`config.mk`:
```
export PLATFORM = sky130hd
export DESIGN_NAME = synapse_frame_loader
export DESIGN_NICKNAME = d
export VERILOG_FILES = /design/src/rtl/synapse_frame_loader.sv
export SDC_FILE = /design/constraint.sdc
export NUM_CORES = 1
export LEC_CHECK = 0
export BUFFER_PORTS_ARGS = -buffer_cell sky130_fd_sc_hd__clkbuf_2
export CAP_MARGIN = 20
export CORE_UTILIZATION = 33
export CTS_CLUSTER_DIAMETER = 60
export DETAILED_ROUTE_END_ITERATION = 6
export PLACE_DENSITY_LB_ADDON = 0.3
export SLEW_MARGIN = 25
export SYNTH_ARGS = -nofsm -noshare
export SYNTH_HDL_FRONTEND = slang
export SYNTH_SLANG_ARGS = --single-unit
```
`constraint.sdc`:
```
create_clock -name clk -period 7 [get_ports clk]
set_input_delay 0.35 -clock clk [delete_from_list [all_inputs] [get_ports clk]]
set_output_delay 0.35 -clock clk [all_outputs]
set_load 0.02 [all_outputs]
```
`src/rtl/synapse_frame_loader.sv`:
```
// Byte-stream front end for neuron_lif: assembles weight and input vectors from a
// valid/ready byte stream and issues one neuron_enable strobe per completed input vector.
module synapse_frame_loader #(
    parameter int SYNAPSES = 32,
    parameter int TS_BITS  = 16
) (
    input  logic                clk,
    input  logic                reset,
    input  logic [7:0]          in_data,
    input  logic                in_kind,
    input  logic                in_valid,
    output logic                in_ready,
    input  logic                abort,
    input  logic                hold,
    output logic [SYNAPSES-1:0] weights,
    output logic [SYNAPSES-1:0] inputs,
    output logic                neuron_enable,
    output logic                weights_valid,
    output logic [TS_BITS-1:0]  timestep
);
    localparam int BYTES    = SYNAPSES / 8;
    localparam int CNT_BITS = (BYTES > 1) ? $clog2(BYTES) : 1;
    localparam logic [CNT_BITS-1:0] LAST_BYTE = CNT_BITS'(BYTES - 1);

    localparam logic [0:0] ASSEMBLE = 1'b0;
    localparam logic [0:0] FIRE     = 1'b1;

    logic [0:0]          state;
    logic [CNT_BITS-1:0] w_cnt;
    logic [CNT_BITS-1:0] x_cnt;
    logic [SYNAPSES-1:0] w_stage;
    logic [SYNAPSES-1:0] x_stage;
    logic [SYNAPSES-1:0] w_next;
    logic [SYNAPSES-1:0] x_next;
    logic                accept;
    logic                w_accept;
    logic                x_accept;

    // Reset gates in_ready so nothing is offered as accepted while reset is held.
    assign in_ready      = (state == ASSEMBLE) & ~abort & ~reset;
    assign neuron_enable = (state == FIRE) & ~hold;
    assign accept        = in_valid & in_ready;
    assign w_accept      = accept & in_kind;
    assign x_accept      = accept & ~in_kind;

    // Staging vectors with the byte currently on in_data merged in, so the commit
    // edge captures the complete vector including the final byte.
    always_comb begin
        // NOTE: defaults first, then overrides -- every path assigns, so no latch is inferred.
        w_next = w_stage;
        x_next = x_stage;
        for (int k = 0; k < BYTES; k++) begin
            if (w_cnt == CNT_BITS'(k)) w_next[8*k +: 8] = in_data;
            if (x_cnt == CNT_BITS'(k)) x_next[8*k +: 8] = in_data;
        end
    end

    always_ff @(posedge clk or posedge reset) begin
        // NOTE: state and datapath registers are all cleared asynchronously; outputs are
        // defined the moment reset rises, and the sequential updates use <= throughout.
        if (reset) begin
            state         <= ASSEMBLE;
            w_cnt         <= '0;
            x_cnt         <= '0;
            w_stage       <= '0;
            x_stage       <= '0;
            weights       <= '0;
            inputs        <= '0;
            weights_valid <= 1'b0;
            timestep      <= '0;
        end else begin
            if (neuron_enable) begin
                state    <= ASSEMBLE;
                timestep <= timestep + TS_BITS'(1);
            end

            if (abort) begin
                w_cnt   <= '0;
                x_cnt   <= '0;
                w_stage <= '0;
                x_stage <= '0;
            end else begin
                if (w_accept) begin
                    w_stage <= w_next;
                    if (w_cnt == LAST_BYTE) begin
                        weights       <= w_next;
                        weights_valid <= 1'b1;
                        w_cnt         <= '0;
                    end else begin
                        w_cnt <= w_cnt + CNT_BITS'(1);
                    end
                end
                // Accepts only happen in ASSEMBLE, so this never collides with the FIRE exit above.
                if (x_accept) begin
                    x_stage <= x_next;
                    if (x_cnt == LAST_BYTE) begin
                        inputs <= x_next;
                        x_cnt  <= '0;
                        state  <= FIRE;
                    end else begin
                        x_cnt <= x_cnt + CNT_BITS'(1);
                    end
                end
            end
        end
    end

endmodule

```
==> qor.yml, run 1 <==
cts.sinks: 134
postCtsHoldBufs: 0
dp_hpwl_mm: 8.77
die_w_um: 136
clockBufferDepth: 2
period_share_pct: 36.8
p_switching_uw: 396
synthMuxAreaShare_pct: 16.3
cts_max_level: 4
instances_no_fill: 851
slew_viol_final: 0
dp.cells: 820
synth_top_cell_by_area: "dfrtp_1"
coreArea_um2: 17500
synth_area_per_cell_um2: 11.0
synth-xor-area-share_pct: 2.35
netlist_area_um2: 5970
critPathRequiredTime_ns: 7.31
num_vias: 4158
peakVddDrop_mv: 0.185
grt_pass1_wl_mm: 22.1
grt_pass1_vias: 4097
cts_buffers: 17
hold_class: "input port to asynchronous set/reset pin"
power_leakage_uw: 0.00346
p_total_uw: 1850
hold_viol_final: 0
layout-drive-gt1-share_pct: 31.5
cts_tree: "yes"
initial_utilization_pct: 34.2
drv_cap: 0
syn_nets: 567
tns_ns: 0
grtUsageTotal_pct: 15.7
cp-start-kind: "register"
synth_commonest_cells: "134 x dfrtp_1, 85 x nand2_1, 62 x mux2_2"
period_needed_ns: 2.58
timing.max_slew.rel_slack_pct: 35.9
synth_top_family_by_area: "multiplexers"
tightest_slew_ns: 0.959
die_area_um2: 18600
synth-edff-count: 0
synthTopCellsByArea: "dfrtp_1 56%, mux2_2 12%, nand2_1 5.3%"
routabilityCongestion: 0.713
ys_seq_area_share_pct: 56.2
drc: 0
rows: 48
diodes: 0
portBuffers: 96
clock.fmax_mhz: 388
syn2layout_area_growth_pct: 20.8
clk_pin_slew_ns: 0.06
synth_fa_ha_area_share_pct: 1.89
fin_nets: 637
seq_power_share_pct: 42.4
ys_warn_count: 0
grt_overflow: 0
design.portCount: 97
multi_input_area_um2: 2370
p_int_uw: 1460
whs_ns: 0.00430
outcome: "finished clean"
drt_iter0_drc: 240
p_sw_share_pct: 21.4
antenna_found_initial: 0
finalWirelength_mm: 13.4
viasPerCell: 4.89
yosysMostFrequentCell: "dfrtp_1"
synth_cell_type_count: 29
synth_compound_area_share_pct: 6.41
async_flop_share_pct: 100
synthFlopType: "dfrtp_1"
first_pass_iters: 4
synthCells: 544
grt_start_max_net_pins: 87
crit_arrival_ns: 2.88
power_frac_comb_pct: 4.6
critical_path.max_fanout: 34
worstSkewPairLatency_ns: 0.42
crit_path_end_kind: "register"
cts_setup_buffers: 0
num-fill-cells: 1663
die_h_um: 136
cts-root-buf: "clkbuf_16"
yosysTopAreaCellShare_pct: 56.2
setup_viol: 0
clock_skew_ns: 0.0108
path_class: "register to register"
wl_per_cell_um: 15.8
ctsResizeCount: 0
power_density_nw_per_um2: 257
ant_nets: 0
yosys.area_share.simple_pct: 12.8
clockPowerShare_pct: 53.0
ys_ff_latch: 134
register_area_um2: 3350
rsz0062_at_grt: "no"
[layout by cell type, fill, tap and decap left out, types with 5 or more instances in the layout]
master,n
dfrtp_1,134
clkbuf_2,96
nand2_1,85
mux2_2,62
nand3_1,54
a21oi_1,51
mux2i_1,24
o21ai_0,24
clkbuf_16,17
xnor2_1,13
nor2_1,9
ha_1,9
bufinv_16,5
[kinds of logic after synthesis]
kind of cell | count (synthesis)
flops | 134
fa+ha+maj | 9
xor+xnor | 16
mux | 89
buf+inv | 55
simple gates | 165
compound gates | 76
[critical path, cell delays in order, from the launching register on]
cell      delay (ns)
dfrtp_1         0.45
and4bb_1        0.27
buf_4           0.31
nand3b_1        0.64
buf_4           0.48
mux2_2          0.29
[flip-flops by register name, summed over array words and instances, names as in the netlist, 2 cells and up]
signal and flops:
inputs 32, timestep 16, weights 32, w_cnt 2, x_stage 24, x_cnt 2, w_stage 24
[per-stage QoR]
stage                     utilization [%]  worst slack [ns]  cell area, um2
after floorplan                         -              3.07            5970
final                                41.3              4.42            7210
after global routing                 41.3              4.12            7210
after CTS                            41.2              4.40            7210
after global placement               37.5              4.36            6550
after detailed placement             37.5              4.33            6550
[metal layers]
| metal | GRT usage, % | vias up | share of wire (%) |
|---|---|---|---|
| met5 | 0 | - | 0 |
| met4 | 6.73 | 0 | 2.0 |
| met3 | 3.74 | 21 | 4.7 |
| met2 | 24.3 | 104 | 48 |
| met1 | 21.0 | 2036 | 45 |
| li1 | - | 1997 | - |
[final timing paths]
check / end / slack (ns) / from / depth (start not counted)
worst max register to register: weights[29]$_DFFE_PP0P_ / 4.42 / state$_DFF_PP0_ / 5
min in group clk: state$_DFF_PP0_ / 0.20 / hold / 2
worst min-delay path: inputs[29]$_DFFE_PP0P_ / 0.004 / reset / 2
worst max-delay path: weights[29]$_DFFE_PP0P_ / 4.42 / state$_DFF_PP0_ / 5
worst min register to register: timestep[15]$_DFFE_PP0P_ / 0.47 / timestep[15]$_DFFE_PP0P_ / 1
max in group asynchronous: weights[12]$_DFFE_PP0P_ / 5.86 / reset / 3
[power by group through the flow]
stage | logic [uW] | registers, uW | clock network, uW
4_1_cts | 87.2 | 785 | 1010
3_3_place_gp | 84.7 | 798 | 0
6_report | 85.1 | 785 | 982
3_5_place_dp | 87.3 | 799 | 0
5_1_grt | 95.0 | 785 | 1040
2_1_floorplan | 56.6 | 800 | 0
[area by class of cell]
class / instances / share of cell area, %
clock inverters: 11 / 2.74
repair buffers: 101 / 7.24
multi-input cells: 355 / 32.9
clock buffers: 20 / 6.33
well taps: 225 / 3.90
flip-flops and latches: 134 / 46.5
inverters: 5 / 0.330
(Power assumes the default switching activity.)
==> run 2, diff against run 1 <==
--- a/config.mk
+++ b/config.mk
@@ -5,6 +5,7 @@
 export SDC_FILE = /design/constraint.sdc
 export NUM_CORES = 1
 export LEC_CHECK = 0
+export ABC_AREA = 1
 export BUFFER_PORTS_ARGS = -buffer_cell sky130_fd_sc_hd__clkbuf_2
 export CAP_MARGIN = 20
 export CORE_UTILIZATION = 33
==> constraint.sdc (replaced) <==
create_clock -name clk -period 2.4 [get_ports clk]
set_input_delay 0.12 -clock clk [delete_from_list [all_inputs] [get_ports clk]]
set_output_delay 0.12 -clock clk [all_outputs]
set_load 0.02 [all_outputs]
==> qor.yml, run 2 <==
tns_ns: 0
ctsResizeCount: 0
rows: 48
async_flop_share_pct: 100
synth_commonest_cells: "274 x nand2_1, 134 x dfrtp_1, 89 x o21ai_0"
fin_nets: 812
hold_viol_final: 0
tightest_slew_ns: 0.815
portBuffers: 96
cts_setup_buffers: 0
initial_utilization_pct: 34.0
diodes: 0
design.portCount: 97
yosysMostFrequentCell: "nand2_1"
ys_warn_count: 0
synthTopCellsByArea: "dfrtp_1 57%, nand2_1 17%, o21ai_0 7.6%"
outcome: "finished clean"
drt_iter0_drc: 298
critical_path.max_fanout: 41
viasPerCell: 4.55
ys_seq_area_share_pct: 56.9
synth_top_cell_by_area: "dfrtp_1"
power_density_nw_per_um2: 734
clk_pin_slew_ns: 0.06
cts_buffers: 17
peakVddDrop_mv: 0.459
postCtsHoldBufs: 1
clockBufferDepth: 2
coreArea_um2: 17400
wl_per_cell_um: 13.9
hold_class: "input port to asynchronous set/reset pin"
fin_util_pct: 41.4
layout_common_cells: "274 x nand2_1, 134 x dfrtp_1, 96 x clkbuf_2"
drc: 0
grt_overflow: 0
cts_tree: "yes"
dp.cells: 994
crit_slowest_cell: "dfrtp_1"
cp-start-kind: "register"
grt_pass1_wl_mm: 23.2
die_h_um: 136
synthFlopType: "dfrtp_1"
synth-edff-count: 0
finalWirelength_mm: 14.2
routabilityCongestion: 0.844
period_share_pct: 71.9
syn2layout_area_growth_pct: 21.8
crit_arrival_ns: 2.03
power_leakage_uw: 0.00374
critPathTopFamily: "simple AND/OR/NAND/NOR gates"
die_area_um2: 18400
layout-drive-gt1-share_pct: 18.2
critPathRequiredTime_ns: 2.70
clock.fmax_mhz: 580
ant_nets: 0
die_w_um: 136
cp_slowest_stage_delay_ns: 0.44
synth_area_per_cell_um2: 8.44
synth_cell_type_count: 27
period_needed_ns: 1.73
grt_pass1_vias: 4439
clock_skew_ns: 0.00838
synthCells: 699
dp_hpwl_mm: 9.28
setup_ws_ns: 0.675
rsz0062_at_grt: "no"
instances_no_fill: 1026
worst-path-buf-inv: 1
ys_ff_latch: 134
path_class: "register to register"
drv_cap: 0
grtUsageTotal_pct: 16.6
first_pass_iters: 4
timing.max_slew.rel_slack_pct: 45.6
syn_nets: 722
grt_start_max_net_pins: 82
final_common_cell: "nand2_1"
worstSkewPairLatency_ns: 0.42
setup_viol: 0
cts-root-buf: "clkbuf_16"
slew_viol_final: 0
crit_path_end_kind: "register"
dp_slack_ns: 0.666
netlist_area_um2: 5900
whs_ns: 0.0157
cts_max_level: 4
num_vias: 4673
antenna_found_initial: 0
cts.sinks: 134
yosysTopAreaCellShare_pct: 56.9
critical_path.cell_chain: "nor2_4 > nand3_2 > nor2_8 > nand2_4 > clkinv_4 > or2_4"
top_regs: "inputs x32, weights x32"
-- run 2: cell types whose count changed after synthesis, sizes merged, moves of 42 or more --
cell,change
mux2,-65
o21ai,+96
nand2,+191
inv,+75
nand3,-42
a21oi,-51
-- run 2: power breakdown --
group	internal, uW	switching, uW	total [uW]
sequential	2300	18.7	2310
combinational	66.7	213	280
clock	1680	993	2680
-- run 2: path summary, 6_finish.rpt --
kind,from,endpoint,slack [ns],depth (start not counted)
min,reset,w_stage[14]$_DFFE_PP0P_,0.02,3
max,state$_DFF_PP0_,weights_valid$_DFFE_PP0P_,0.67,6
min reg2reg,inputs[23]$_DFFE_PP0P_,inputs[23]$_DFFE_PP0P_,0.47,2
max reg2reg,state$_DFF_PP0_,weights_valid$_DFFE_PP0P_,0.67,6
min in group clk,in_valid,x_stage[0]$_DFFE_PP0P_,0.14,3
max in group asynchronous,reset,x_stage[2]$_DFFE_PP0P_,1.90,3
-- run 2: logic make-up (layout without fill, tap and decap cells) --
kind of cell / after synthesis / in the layout / share of synthesized area [%]
and+or+nand+nor: 313 / 313 / 21.6
DFF: 134 / 134 / 56.9
AOI/OAI and AO/OA: 120 / 120 / 10.2
buffers and inverters: 112 / 214 / 7.87
xor gates and xnor gates: 11 / 11 / 1.63
adders and majority gates: 9 / 9 / 1.91
-- run 2: metrics by stage --
| step | power (uW) | area, um2 |
|---|---|---|
| floorplan | 2530 | 5950 |
| global route | 5470 | 7180 |
| detailed placement | 2640 | 6560 |
| finish | 5270 | 7180 |
| CTS | 5350 | 7180 |
| global placement | 2640 | 6560 |
-- run 2: tightest hold or removal path: stages --
cell and delay [ns]:
clkbuf_2 0.11, clkinvlp_4 0.12, buf_4 0.56
-- run 2: area by class of cell --
type | count | area (um2)
clock inverters | 11 | 150
inverters | 81 | 315
flip-flops and latches | 134 | 3350
clock buffers | 20 | 457
fillers | 1779 | 10200
multi-input cells | 453 | 2090
repair buffers | 102 | 532
well taps | 225 | 282
-- run 2: per-layer routing --
layer / up-vias / track usage, % / share of wire [%]
met5: - / 0 / 0
met4: 0 / 5.99 / 1.3
met3: 16 / 4.23 / 5.0
met2: 116 / 24.2 / 44
met1: 2190 / 23.6 / 49
li1: 2351 / - / -
